--- src/rtl/umips_storemerge_if.sv ---
// Store request / data memory bus bundle for umips_storemerge.
// mem_be exists only when UMIPS_STORE_BE_EN is defined.
interface umips_storemerge_if #(
  parameter int unsigned ADDR_W = 30
);
  logic              req_valid;
  logic              req_ready;
  logic [ADDR_W-1:0] req_addr;
  logic [1:0]        req_byte_n;
  logic              req_byte_sel;
  logic              req_word_sel;
  logic [31:0]       req_wdata;
  logic              done;
  logic              mem_req;
  logic              mem_we;
  logic [ADDR_W-1:0] mem_addr;
  logic [31:0]       mem_wdata;
`ifdef UMIPS_STORE_BE_EN
  logic [3:0]        mem_be;
`endif
  logic [31:0]       mem_rdata;
  logic              mem_ack;

  modport slave (
    input  req_valid, req_addr, req_byte_n, req_byte_sel, req_word_sel, req_wdata,
    input  mem_rdata, mem_ack,
    output req_ready, done, mem_req, mem_we, mem_addr, mem_wdata
`ifdef UMIPS_STORE_BE_EN
    , output mem_be
`endif
  );

  modport master (
    output req_valid, req_addr, req_byte_n, req_byte_sel, req_word_sel, req_wdata,
    output mem_rdata, mem_ack,
    input  req_ready, done, mem_req, mem_we, mem_addr, mem_wdata
`ifdef UMIPS_STORE_BE_EN
    , input mem_be
`endif
  );
endinterface

--- src/rtl/umips_storemerge.sv ---
// Store lane placer and single-port memory write sequencer (RMW for sub-words).
// Define UMIPS_STORE_BE_EN to write sub-words directly with byte enables.
module umips_storemerge #(
  parameter int unsigned ADDR_W = 30
) (
  input  logic               clk,
  input  logic               rst_n,
  umips_storemerge_if.slave  bus
);

`ifdef UMIPS_STORE_BE_EN
  localparam bit BE_EN = 1'b1;
`else
  localparam bit BE_EN = 1'b0;
`endif

  typedef enum logic [1:0] {
    S_IDLE = 2'd0,
    S_RD   = 2'd1,
    S_WR   = 2'd2,
    S_DONE = 2'd3
  } state_t;

  state_t            r_state;
  state_t            w_state_nxt;
  logic              w_accept;
  logic [3:0]        w_req_mask;
  logic [31:0]       w_req_fill;
  logic [3:0]        r_mask;
  logic [31:0]       r_wdata;
  logic [31:0]       r_mem_wdata;
  logic [ADDR_W-1:0] r_mem_addr;
  logic              r_mem_req;
  logic              r_mem_we;
  logic              r_done;
`ifdef UMIPS_STORE_BE_EN
  logic [3:0]        r_mem_be;
`endif

  // Lane enables; bit 3 is bits [31:24], lane index 0 is the most significant.
  function automatic logic [3:0] lane_mask(input logic word_sel, input logic byte_sel,
                                           input logic [1:0] byte_n);
    if (!word_sel) return 4'b1111;
    if (byte_sel)  return byte_n[0] ? 4'b0011 : 4'b1100;
    return 4'b1000 >> byte_n;
  endfunction

  function automatic logic [31:0] lane_fill(input logic word_sel, input logic byte_sel,
                                            input logic [31:0] data);
    if (!word_sel) return data;
    if (byte_sel)  return {2{data[15:0]}};
    return {4{data[7:0]}};
  endfunction

  function automatic logic [31:0] lane_merge(input logic [31:0] base, input logic [31:0] fill,
                                             input logic [3:0] mask);
    logic [31:0] res;
    for (int unsigned j = 0; j < 4; j++)
      res[8*j +: 8] = mask[j] ? fill[8*j +: 8] : base[8*j +: 8];
    return res;
  endfunction

  assign w_req_mask = lane_mask(bus.req_word_sel, bus.req_byte_sel, bus.req_byte_n);
  assign w_req_fill = lane_fill(bus.req_word_sel, bus.req_byte_sel, bus.req_wdata);

  always_ff @(posedge clk or negedge rst_n) begin
    if (!rst_n) r_state <= S_IDLE;
    else        r_state <= w_state_nxt;
  end

  always_comb begin
    w_state_nxt = r_state;
    w_accept    = 1'b0;
    case (r_state)
      S_IDLE: if (bus.req_valid) begin
        w_accept    = 1'b1;
        w_state_nxt = (bus.req_word_sel && !BE_EN) ? S_RD : S_WR;
      end
      S_RD:   if (bus.mem_ack) w_state_nxt = S_WR;
      S_WR:   if (bus.mem_ack) w_state_nxt = S_DONE;
      S_DONE: w_state_nxt = S_IDLE;
      default: w_state_nxt = S_IDLE;
    endcase
  end

  // The request is held as a lane mask plus lane-replicated data; that is all
  // the merge needs, so byte_n/byte_sel/word_sel are not kept separately.
  always_ff @(posedge clk or negedge rst_n) begin
    if (!rst_n) begin
      r_mem_req   <= 1'b0;
      r_mem_we    <= 1'b0;
      r_done      <= 1'b0;
      r_mem_addr  <= '0;
      r_mem_wdata <= '0;
      r_mask      <= '0;
      r_wdata     <= '0;
    end else begin
      r_mem_req <= (w_state_nxt == S_RD) || (w_state_nxt == S_WR);
      r_mem_we  <= (w_state_nxt == S_WR);
      r_done    <= (w_state_nxt == S_DONE);
      if (w_accept) begin
        r_mem_addr  <= bus.req_addr;
        r_mask      <= w_req_mask;
        r_wdata     <= w_req_fill;
        r_mem_wdata <= lane_merge('0, w_req_fill, w_req_mask);
      end else if (r_state == S_RD && bus.mem_ack) begin
        r_mem_wdata <= lane_merge(bus.mem_rdata, r_wdata, r_mask);
      end
    end
  end

`ifdef UMIPS_STORE_BE_EN
  always_ff @(posedge clk or negedge rst_n) begin
    if (!rst_n)                    r_mem_be <= '0;
    else if (w_accept)             r_mem_be <= w_req_mask;
    else if (w_state_nxt != S_WR)  r_mem_be <= '0;
  end
  assign bus.mem_be = r_mem_be;
`endif

  assign bus.req_ready = (r_state == S_IDLE);
  assign bus.done      = r_done;
  assign bus.mem_req   = r_mem_req;
  assign bus.mem_we    = r_mem_we;
  assign bus.mem_addr  = r_mem_addr;
  assign bus.mem_wdata = r_mem_wdata;

endmodule

--- src/flat_wrapper.sv ---
// flat-port wrapper written by rule: the top's interface ports become plain ports
module umips_storemerge_flat 
#(
  parameter int unsigned ADDR_W = 30
)
  (clk, rst_n, bus_req_valid, bus_req_addr, bus_req_byte_n, bus_req_byte_sel, bus_req_word_sel, bus_req_wdata, bus_mem_rdata, bus_mem_ack, bus_req_ready, bus_done, bus_mem_req, bus_mem_we, bus_mem_addr, bus_mem_wdata);
  umips_storemerge_if #(.ADDR_W(ADDR_W)) bus_i ();
  input  logic clk;
  input  logic rst_n;
  input wire logic [$bits(bus_i.req_valid)-1:0] bus_req_valid;
  input wire logic [$bits(bus_i.req_addr)-1:0] bus_req_addr;
  input wire logic [$bits(bus_i.req_byte_n)-1:0] bus_req_byte_n;
  input wire logic [$bits(bus_i.req_byte_sel)-1:0] bus_req_byte_sel;
  input wire logic [$bits(bus_i.req_word_sel)-1:0] bus_req_word_sel;
  input wire logic [$bits(bus_i.req_wdata)-1:0] bus_req_wdata;
  input wire logic [$bits(bus_i.mem_rdata)-1:0] bus_mem_rdata;
  input wire logic [$bits(bus_i.mem_ack)-1:0] bus_mem_ack;
  output wire logic [$bits(bus_i.req_ready)-1:0] bus_req_ready;
  output wire logic [$bits(bus_i.done)-1:0] bus_done;
  output wire logic [$bits(bus_i.mem_req)-1:0] bus_mem_req;
  output wire logic [$bits(bus_i.mem_we)-1:0] bus_mem_we;
  output wire logic [$bits(bus_i.mem_addr)-1:0] bus_mem_addr;
  output wire logic [$bits(bus_i.mem_wdata)-1:0] bus_mem_wdata;
  assign bus_i.req_valid = bus_req_valid;
  assign bus_i.req_addr = bus_req_addr;
  assign bus_i.req_byte_n = bus_req_byte_n;
  assign bus_i.req_byte_sel = bus_req_byte_sel;
  assign bus_i.req_word_sel = bus_req_word_sel;
  assign bus_i.req_wdata = bus_req_wdata;
  assign bus_i.mem_rdata = bus_mem_rdata;
  assign bus_i.mem_ack = bus_mem_ack;
  assign bus_req_ready = bus_i.req_ready;
  assign bus_done = bus_i.done;
  assign bus_mem_req = bus_i.mem_req;
  assign bus_mem_we = bus_i.mem_we;
  assign bus_mem_addr = bus_i.mem_addr;
  assign bus_mem_wdata = bus_i.mem_wdata;
  umips_storemerge #(.ADDR_W(ADDR_W)) u_core (.clk(clk), .rst_n(rst_n), .bus(bus_i));
endmodule
--- config.mk ---
export PLATFORM = sky130hd
export DESIGN_NAME = umips_storemerge_flat
export DESIGN_NICKNAME = d
export VERILOG_FILES = /design/src/rtl/umips_storemerge_if.sv /design/src/rtl/umips_storemerge.sv /design/src/flat_wrapper.sv
export SDC_FILE = /design/constraint.sdc
export NUM_CORES = 1
export LEC_CHECK = 0
export CAP_MARGIN = 0
export CORE_ASPECT_RATIO = 0.9
export CORE_UTILIZATION = 35
export CTS_BUF_LIST = sky130_fd_sc_hd__clkbuf_8
export DETAILED_ROUTE_END_ITERATION = 7
export HOLD_SLACK_MARGIN = 0.06
export SYNTH_ARGS = -nofsm -noshare
export SYNTH_HDL_FRONTEND = slang
export SYNTH_SLANG_ARGS = --single-unit
--- constraint.sdc ---
create_clock -name clk -period 1.8 [get_ports clk]
set_input_delay 0.36 -clock clk [delete_from_list [all_inputs] [get_ports clk]]
set_output_delay 0.36 -clock clk [all_outputs]
set_load 0.02 [all_outputs]
==> results of run 1 <==
==> worst paths after layout <==
| check | startpoint | end | slack, ns |
|---|---|---|---|
| worst max-delay path | u_core.bus.mem_addr[21] | bus_mem_addr[21] | 0.06 |
| worst min-delay path | rst_n | u_core.bus.mem_addr[20] | 0.46 |
| worst max register to register | u_core.r_state[1] | u_core.r_mask[3] | 0.19 |
| worst min register to register | u_core.bus.mem_addr[13] | u_core.bus.mem_addr[13] | 0.48 |
| max in group asynchronous | rst_n | u_core.bus.mem_wdata[21] | 0.79 |
| min in group clk | bus_req_addr[24] | u_core.bus.mem_addr[24] | 0.48 |
==> final cells by class <==
| cell class | count | area [µm²] | share of cell area [%] |
|---|---|---|---|
| Sequential cell | 103 | 2580 | 34.5 |
| Multi-Input combinational cell | 395 | 2280 | 30.5 |
| Timing Repair Buffer | 215 | 2190 | 29.3 |
| Tap cell | 193 | 241 | 3.23 |
| Clock buffer | 9 | 124 | 1.66 |
| Clock inverter | 7 | 56.3 | 0.753 |
| Inverter | 3 | 11.3 | 0.151 |
==> synthesized netlist by cell type <==
master / number / area share (%)
sky130_fd_sc_hd__buf_2: 21 / 2.1
sky130_fd_sc_hd__nor3b_1: 2 / 0.30
sky130_fd_sc_hd__nor2b_1: 2 / 0.25
sky130_fd_sc_hd__nand2_1: 137 / 10
sky130_fd_sc_hd__or3b_1: 2 / 0.35
sky130_fd_sc_hd__o22a_1: 9 / 1.6
sky130_fd_sc_hd__o211a_1: 8 / 1.6
sky130_fd_sc_hd__dfrtp_1: 103 / 51
sky130_fd_sc_hd__a221o_1: 1 / 0.20
sky130_fd_sc_hd__a21oi_1: 41 / 4.1
sky130_fd_sc_hd__ha_1: 2 / 0.50
sky130_fd_sc_hd__buf_1: 4 / 0.30
sky130_fd_sc_hd__o22ai_1: 1 / 0.12
sky130_fd_sc_hd__nand2b_1: 4 / 0.50
sky130_fd_sc_hd__clkbuf_1: 10 / 0.75
sky130_fd_sc_hd__nor2_1: 43 / 3.2
sky130_fd_sc_hd__o21ai_0: 6 / 0.60
sky130_fd_sc_hd__a31oi_1: 9 / 1.1
sky130_fd_sc_hd__inv_2: 1 / 0.074
sky130_fd_sc_hd__nor2_4: 8 / 1.8
sky130_fd_sc_hd__a21o_1: 8 / 1.2
sky130_fd_sc_hd__clkbuf_2: 1 / 0.099
sky130_fd_sc_hd__inv_1: 2 / 0.15
sky130_fd_sc_hd__a22oi_1: 8 / 1.2
sky130_fd_sc_hd__mux2i_1: 56 / 11
sky130_fd_sc_hd__buf_6: 2 / 0.45
sky130_fd_sc_hd__nand3_1: 9 / 0.89
sky130_fd_sc_hd__a21oi_2: 1 / 0.17
sky130_fd_sc_hd__o21ai_1: 29 / 2.9
sky130_fd_sc_hd__a211oi_2: 1 / 0.25
sky130_fd_sc_hd__nor3_1: 8 / 0.80
==> cells by family after synthesis <==
| logic type | synth area share, % |
|---|---|
| AOI/OAI and AO/OA | 15.0 |
| adders and majority gates | 0.497 |
| buffers and inverters | 3.90 |
| DFF | 51.2 |
| muxes | 11.1 |
| and+or+nand+nor | 18.3 |
==> per-layer routing <==
| layer | up-vias | global-route usage (%) | routed length (µm) |
|---|---|---|---|
| li1 | 2216 | - | - |
| met5 | - | 0 | 0 |
| met3 | 11 | 6.60 | 952 |
| met1 | 2113 | 27.3 | 6790 |
| met2 | 123 | 32.2 | 6760 |
| met4 | 0 | 5.18 | 173 |
==> through the flow <==
stage | hold slack (ns) | cells | setup WS (ns) | utilization, % | setup TNS [ns]
2_1_floorplan | 0.0644 | 539 | 0.234 | - | 0
3_3_place_gp | 0.347 | 908 | -0.250 | 51.8 | -6.05
3_5_place_dp | 0.362 | 908 | -0.286 | 51.8 | -7.35
4_1_cts | 0.458 | 925 | 0.00660 | 53.1 | 0
5_1_grt | 0.455 | 925 | 0.00127 | 53.4 | 0
6_report | 0.461 | 925 | 0.0624 | 53.4 | 0
==> repair_timing <==
item                       in CTS  in global routing
hold buffers                    1                  0
hold endpoints to repair       30                  0
gates resized for setup         2                 16
setup endpoints to repair       2                 16
==> power groups by stage <==
stage               registers [mW]  logic (mW)  clock network, mW
floorplan                     4.87        2.71                  0
global placement              4.25        5.96                  0
detailed placement            4.28        6.09                  0
CTS                           4.25        6.08               1.46
global route                  4.38        6.55               1.54
finish                        4.23        6.00               1.41
==> state kept, by name, indices dropped and copies added (netlist names) <==
| register | flops |
|---|---|
| u_core.r_mask | 4 |
| u_core.bus.mem_addr | 30 |
| u_core.bus.mem_req | 1 |
| u_core.bus.mem_we | 1 |
| u_core.r_wdata | 32 |
| u_core.bus.mem_wdata | 32 |
| u_core.r_state | 2 |
| u_core.bus.done | 1 |
==> flow_metrics.py, run 1 <==
metrics = {
    "run_status": {
        "run_status": "complete, no violations",
    },
    "route": {
        "drt-pass1-iter-count": 4,
        "wirelength_per_cell_um": 15.9,
        "drt_drc_violations_left": 0,
        "postRouteAntennaNets": 0,
        "via_count": 4463,
        "drtIter0Drc": 181,
        "totalWireLength_um": 14700,
        "post_drt_via_cell_ratio": 4.82,
    },
    "yosys": {
        "synth_cells": 539,
        "yosys_register_bits": 103,
        "yosys_warnings": 0,
        "netlist_area_before_placement_um2": 5030,
        "synthDistinctLibCells": 31,
        "syn-mean-instance-area_um2": 9.34,
        "yosysSeqAreaShare_pct": 51.2,
        "synth.net_count": 643,
    },
    "power_and_ir_drop": {
        "power.sequential.fraction_pct": 36.3,
        "intPower_mw": 6.92,
        "power_switching_share_pct": 40.5,
        "power.density_cell_area_nw_per_um2": 1560,
        "p_leak_nw": 3.61,
        "p_switching_mw": 4.71,
        "vdd_drop_max_v": 0.000892,
        "clock_power_share_pct": 12.1,
        "pwr-share-comb_pct": 51.6,
        "finalPower_mw": 11.6,
    },
    "clocking": {
        "clk_pin_slew_ns": 0.11,
        "htreeDepth": 3,
        "tritoncts.num_buffers": 9,
        "clock_insertion_delay_worst_skew_ns": 0.39,
        "clockRootBuffer": "sky130_fd_sc_hd__clkbuf_8",
        "cts_setup_buffers": 0,
        "tritoncts": "built",
        "tritoncts_sink_count": 103,
        "maximum_clock_insertion_buffer_count": 2,
    },
    "sta": {
        "min_period_over_period_pct": 96.5,
        "fmax_mhz": 575,
        "setup_violations": 0,
        "clock-skew-final_ns": 0.00808,
        "drv_slew": 0,
        "grt_setup_unrepaired": "no",
        "post-route-min-period_ns": 1.74,
        "hold_violations": 0,
        "tightestPinTransition_ns": 0.540,
        "maxSlewHeadroom_pct": 64.0,
    },
    "die": {
        "height_of_the_die_um": 116,
        "core_area_um2": 14000,
        "start_util_pct": 35.9,
        "num_rows": 41,
        "die_w_um": 128,
        "floorplan.die_area_um2": 14900,
        "num_io_pins": 168,
    },
    "grt": {
        "maximum_number_of_pins_on_one_net_before_global_route_repair": 43,
        "grt_overflow": 0,
        "grt_antenna_before_repair": 0,
        "grt_usage_pct": 20.4,
        "grt_first_pass_wirelength_um": 23200,
        "number_of_global_route_vias_before_repair": 4350,
    },
    "finish": {
        "mostFrequentLayoutCell": "sky130_fd_sc_hd__clkdlybuf4s50_1",
        "design_area_um2": 7480,
        "layout.cells.most_common_list": "sky130_fd_sc_hd__clkdlybuf4s50_1 (150), sky130_fd_sc_hd__nand2_1 (137), sky130_fd_sc_hd__dfrtp_1 (103), sky130_fd_sc_hd__mux2i_1 (56), sky130_fd_sc_hd__nor2_1 (42)",
        "final_layout_size_suffix_gt1_share_pct": 10.7,
        "syn_to_final_growth_pct": 48.6,
        "fill_cells": 1276,
        "finish.net_count": 831,
        "num_antenna_cells": 0,
    },
    "min_path": {
        "hold_path_class": "input port to asynchronous set/reset pin",
    },
    "critical_path": {
        "critPathKind": "flip-flop to output port",
        "cp_num_cells": 1,
        "rr_worst_depth": 5,
        "worstPathArrival_ns": 1.38,
        "path_max_fanout": 2,
        "worstPathCellList": "clkdlybuf4s50_1",
        "critical-path-slowest-cell": "sky130_fd_sc_hd__clkdlybuf4s50_1",
        "cp_top_family": "buffers and inverters",
        "cp-end-kind": "output port",
        "critPathLaunchType": "flip-flop",
        "cp_num_buf_inv": 1,
        "critPathMaxStageDelay_ns": 0.62,
        "cp_data_required_time_ns": 1.44,
    },
    "placement": {
        "place_area_um2": 7250,
        "post-dp-hpwl_um": 10800,
        "final_weighted_congestion_in_routability_driven_placement": 0.828,
        "port_buffers": 167,
    },
    "flow_run": {
        "maxCapViolations": 0,
    },
}
No activity file was read; power rests on OpenSTA's default activity.
==> inputs of run 2 (changes only) <==
Clock period 1.8 ns to 2 ns, I/O delays scaled along.
==> flow_metrics.py, run 2 (synthesis results as in run 1) <==
metrics = {
    "run_status": {
        "run_status": "complete, no violations",
    },
    "die": {
        "start_util_pct": 35.9,
        "floorplan.die_area_um2": 14900,
        "num_io_pins": 168,
        "height_of_the_die_um": 116,
        "die_w_um": 128,
        "core_area_um2": 14000,
        "num_rows": 41,
    },
    "critical_path": {
        "cp_num_cells": 1,
        "cp-end-kind": "output port",
        "worstPathArrival_ns": 1.42,
        "cp_data_required_time_ns": 1.60,
        "path_max_fanout": 2,
        "crit_path_end": "bus_mem_wdata[24]",
        "r2r_start": "u_core.r_state[1]",
        "critical-path-slowest-cell": "sky130_fd_sc_hd__clkdlybuf4s50_1",
        "regToRegSetupSlack_ns": 0.38,
        "cp_num_buf_inv": 1,
        "rr_worst_depth": 4,
        "critPathKind": "flip-flop to output port",
        "critPathLaunchType": "flip-flop",
        "cp_top_family": "buffers and inverters",
        "setup.worst_path.start": "u_core.bus.mem_wdata[24]",
        "timing.rr.end": "u_core.bus.mem_wdata[12]",
        "worstPathCellList": "clkdlybuf4s50_1",
        "critPathMaxStageDelay_ns": 0.64,
    },
    "power_and_ir_drop": {
        "finalPower_mw": 10.4,
        "vdd_drop_max_v": 0.000651,
        "p_leak_nw": 3.41,
        "power.density_cell_area_nw_per_um2": 1420,
    },
    "sta": {
        "setup_violations": 0,
        "setup_ws_ns": 0.176,
        "tightestPinTransition_ns": 0.627,
        "grt_setup_unrepaired": "no",
        "clock-skew-final_ns": 0.00803,
        "hold_violations": 0,
        "drv_slew": 0,
        "setup-tns-final_ns": 0,
        "post-route-min-period_ns": 1.82,
        "fmax_mhz": 548,
        "min_period_over_period_pct": 91.2,
        "maxSlewHeadroom_pct": 58.0,
    },
    "grt": {
        "number_of_global_route_vias_before_repair": 4439,
        "grt_usage_pct": 20.1,
        "grt_first_pass_wirelength_um": 22900,
        "maximum_number_of_pins_on_one_net_before_global_route_repair": 46,
        "grt_overflow": 0,
        "grt_antenna_before_repair": 0,
    },
    "finish": {
        "final_layout_size_suffix_gt1_share_pct": 8.38,
        "fin_util_pct": 52.2,
        "mostFrequentLayoutCell": "sky130_fd_sc_hd__clkdlybuf4s50_1",
        "finish.net_count": 815,
        "num_antenna_cells": 0,
        "layout.cells.most_common_list": "sky130_fd_sc_hd__clkdlybuf4s50_1 (165), sky130_fd_sc_hd__nand2_1 (137), sky130_fd_sc_hd__dfrtp_1 (103), sky130_fd_sc_hd__mux2i_1 (56), sky130_fd_sc_hd__nor2_1 (43)",
        "syn_to_final_growth_pct": 45.3,
        "fill_cells": 1302,
    },
    "clocking": {
        "tritoncts.num_buffers": 9,
        "tritoncts_sink_count": 103,
        "clockRootBuffer": "sky130_fd_sc_hd__clkbuf_8",
        "tritoncts": "built",
        "clock_insertion_delay_worst_skew_ns": 0.38,
        "clk_pin_slew_ns": 0.10,
        "htreeDepth": 3,
        "maximum_clock_insertion_buffer_count": 2,
    },
    "route": {
        "drtIter0Drc": 173,
        "wirelength_per_cell_um": 16.0,
        "via_count": 4460,
        "drt-pass1-iter-count": 4,
        "totalWireLength_um": 14500,
        "drt_drc_violations_left": 0,
        "postRouteAntennaNets": 0,
        "post_drt_via_cell_ratio": 4.91,
    },
    "flow_run": {
        "maxCapViolations": 0,
    },
    "placement": {
        "post-dp-hpwl_um": 10800,
        "port_buffers": 167,
        "final_weighted_congestion_in_routability_driven_placement": 0.821,
        "dp_worst_setup_slack_ns": -0.0828,
    },
    "min_path": {
        "hold_path_class": "input port to asynchronous set/reset pin",
    },
}
-- run 2: where the power goes --
part | total [mW] | internal, mW | switching (mW)
clock network | 1.27 | 0.520 | 0.747
logic | 5.26 | 2.59 | 2.66
registers | 3.85 | 3.10 | 0.751
-- run 2: final cells by class --
| class | count | area, µm² | area share [%] |
|---|---|---|---|
| tap | 193 | 241 | 3.30 |
| multi-input combinational | 395 | 2270 | 31.1 |
| clock inverter | 5 | 33.8 | 0.462 |
| sequential | 103 | 2580 | 35.2 |
| timing repair buffer | 199 | 2020 | 27.7 |
| inverter | 3 | 11.3 | 0.154 |
| clock buffer | 11 | 151 | 2.07 |
-- run 2: how the worst min path moves through the flow --
stage | startpoint | to | slack (ns) | cells past startpoint
after detailed placement | rst_n | u_core.bus.mem_addr[20] | 0.36 | 1
final | rst_n | u_core.bus.mem_addr[20] | 0.48 | 2
after global routing | rst_n | u_core.bus.mem_addr[20] | 0.49 | 2
after CTS | rst_n | u_core.bus.mem_wdata[9] | 0.47 | 2
after floorplan | rst_n | u_core.bus.done | 0.10 | 0
after global placement | rst_n | u_core.bus.mem_addr[20] | 0.35 | 1
-- run 2: timing repair --
| action | in CTS | in global routing |
|---|---|---|
| endpoints found under the setup margin | 1 | 0 |
| hold endpoints to repair | 28 | 0 |
| resized for setup | 1 | 0 |
| hold buffers | 1 | 0 |
| setup buffers | 0 | 0 |
-- run 2: metrics by stage --
step | cell area (µm²) | instances | hold slack, ns
6_report | 7310 | 909 | 0.483
3_3_place_gp | 7120 | 892 | 0.353
3_5_place_dp | 7120 | 892 | 0.358
5_1_grt | 7310 | 909 | 0.492
2_1_floorplan | 5030 | 539 | 0.104
4_1_cts | 7310 | 909 | 0.475
-- run 2: per-layer routing --
layer / global-route usage (%) / vias to the layer above / wire (µm)
met4: 6.27 / 0 / 265
met5: 0 / - / 0
met2: 31.9 / 130 / 6660
met3: 6.00 / 20 / 895
li1: - / 2180 / -
met1: 26.5 / 2130 / 6710
-- run 2: worst reg2reg max path, delay by kind of cell, from the launching register on --
kind | cells | cell delay (ns)
AO/OA/AOI/OAI | 1 | 0.17
buffers and inverters | 1 | 0.20
flip-flops | 1 | 0.48
AND/OR/NAND/NOR | 2 | 0.72
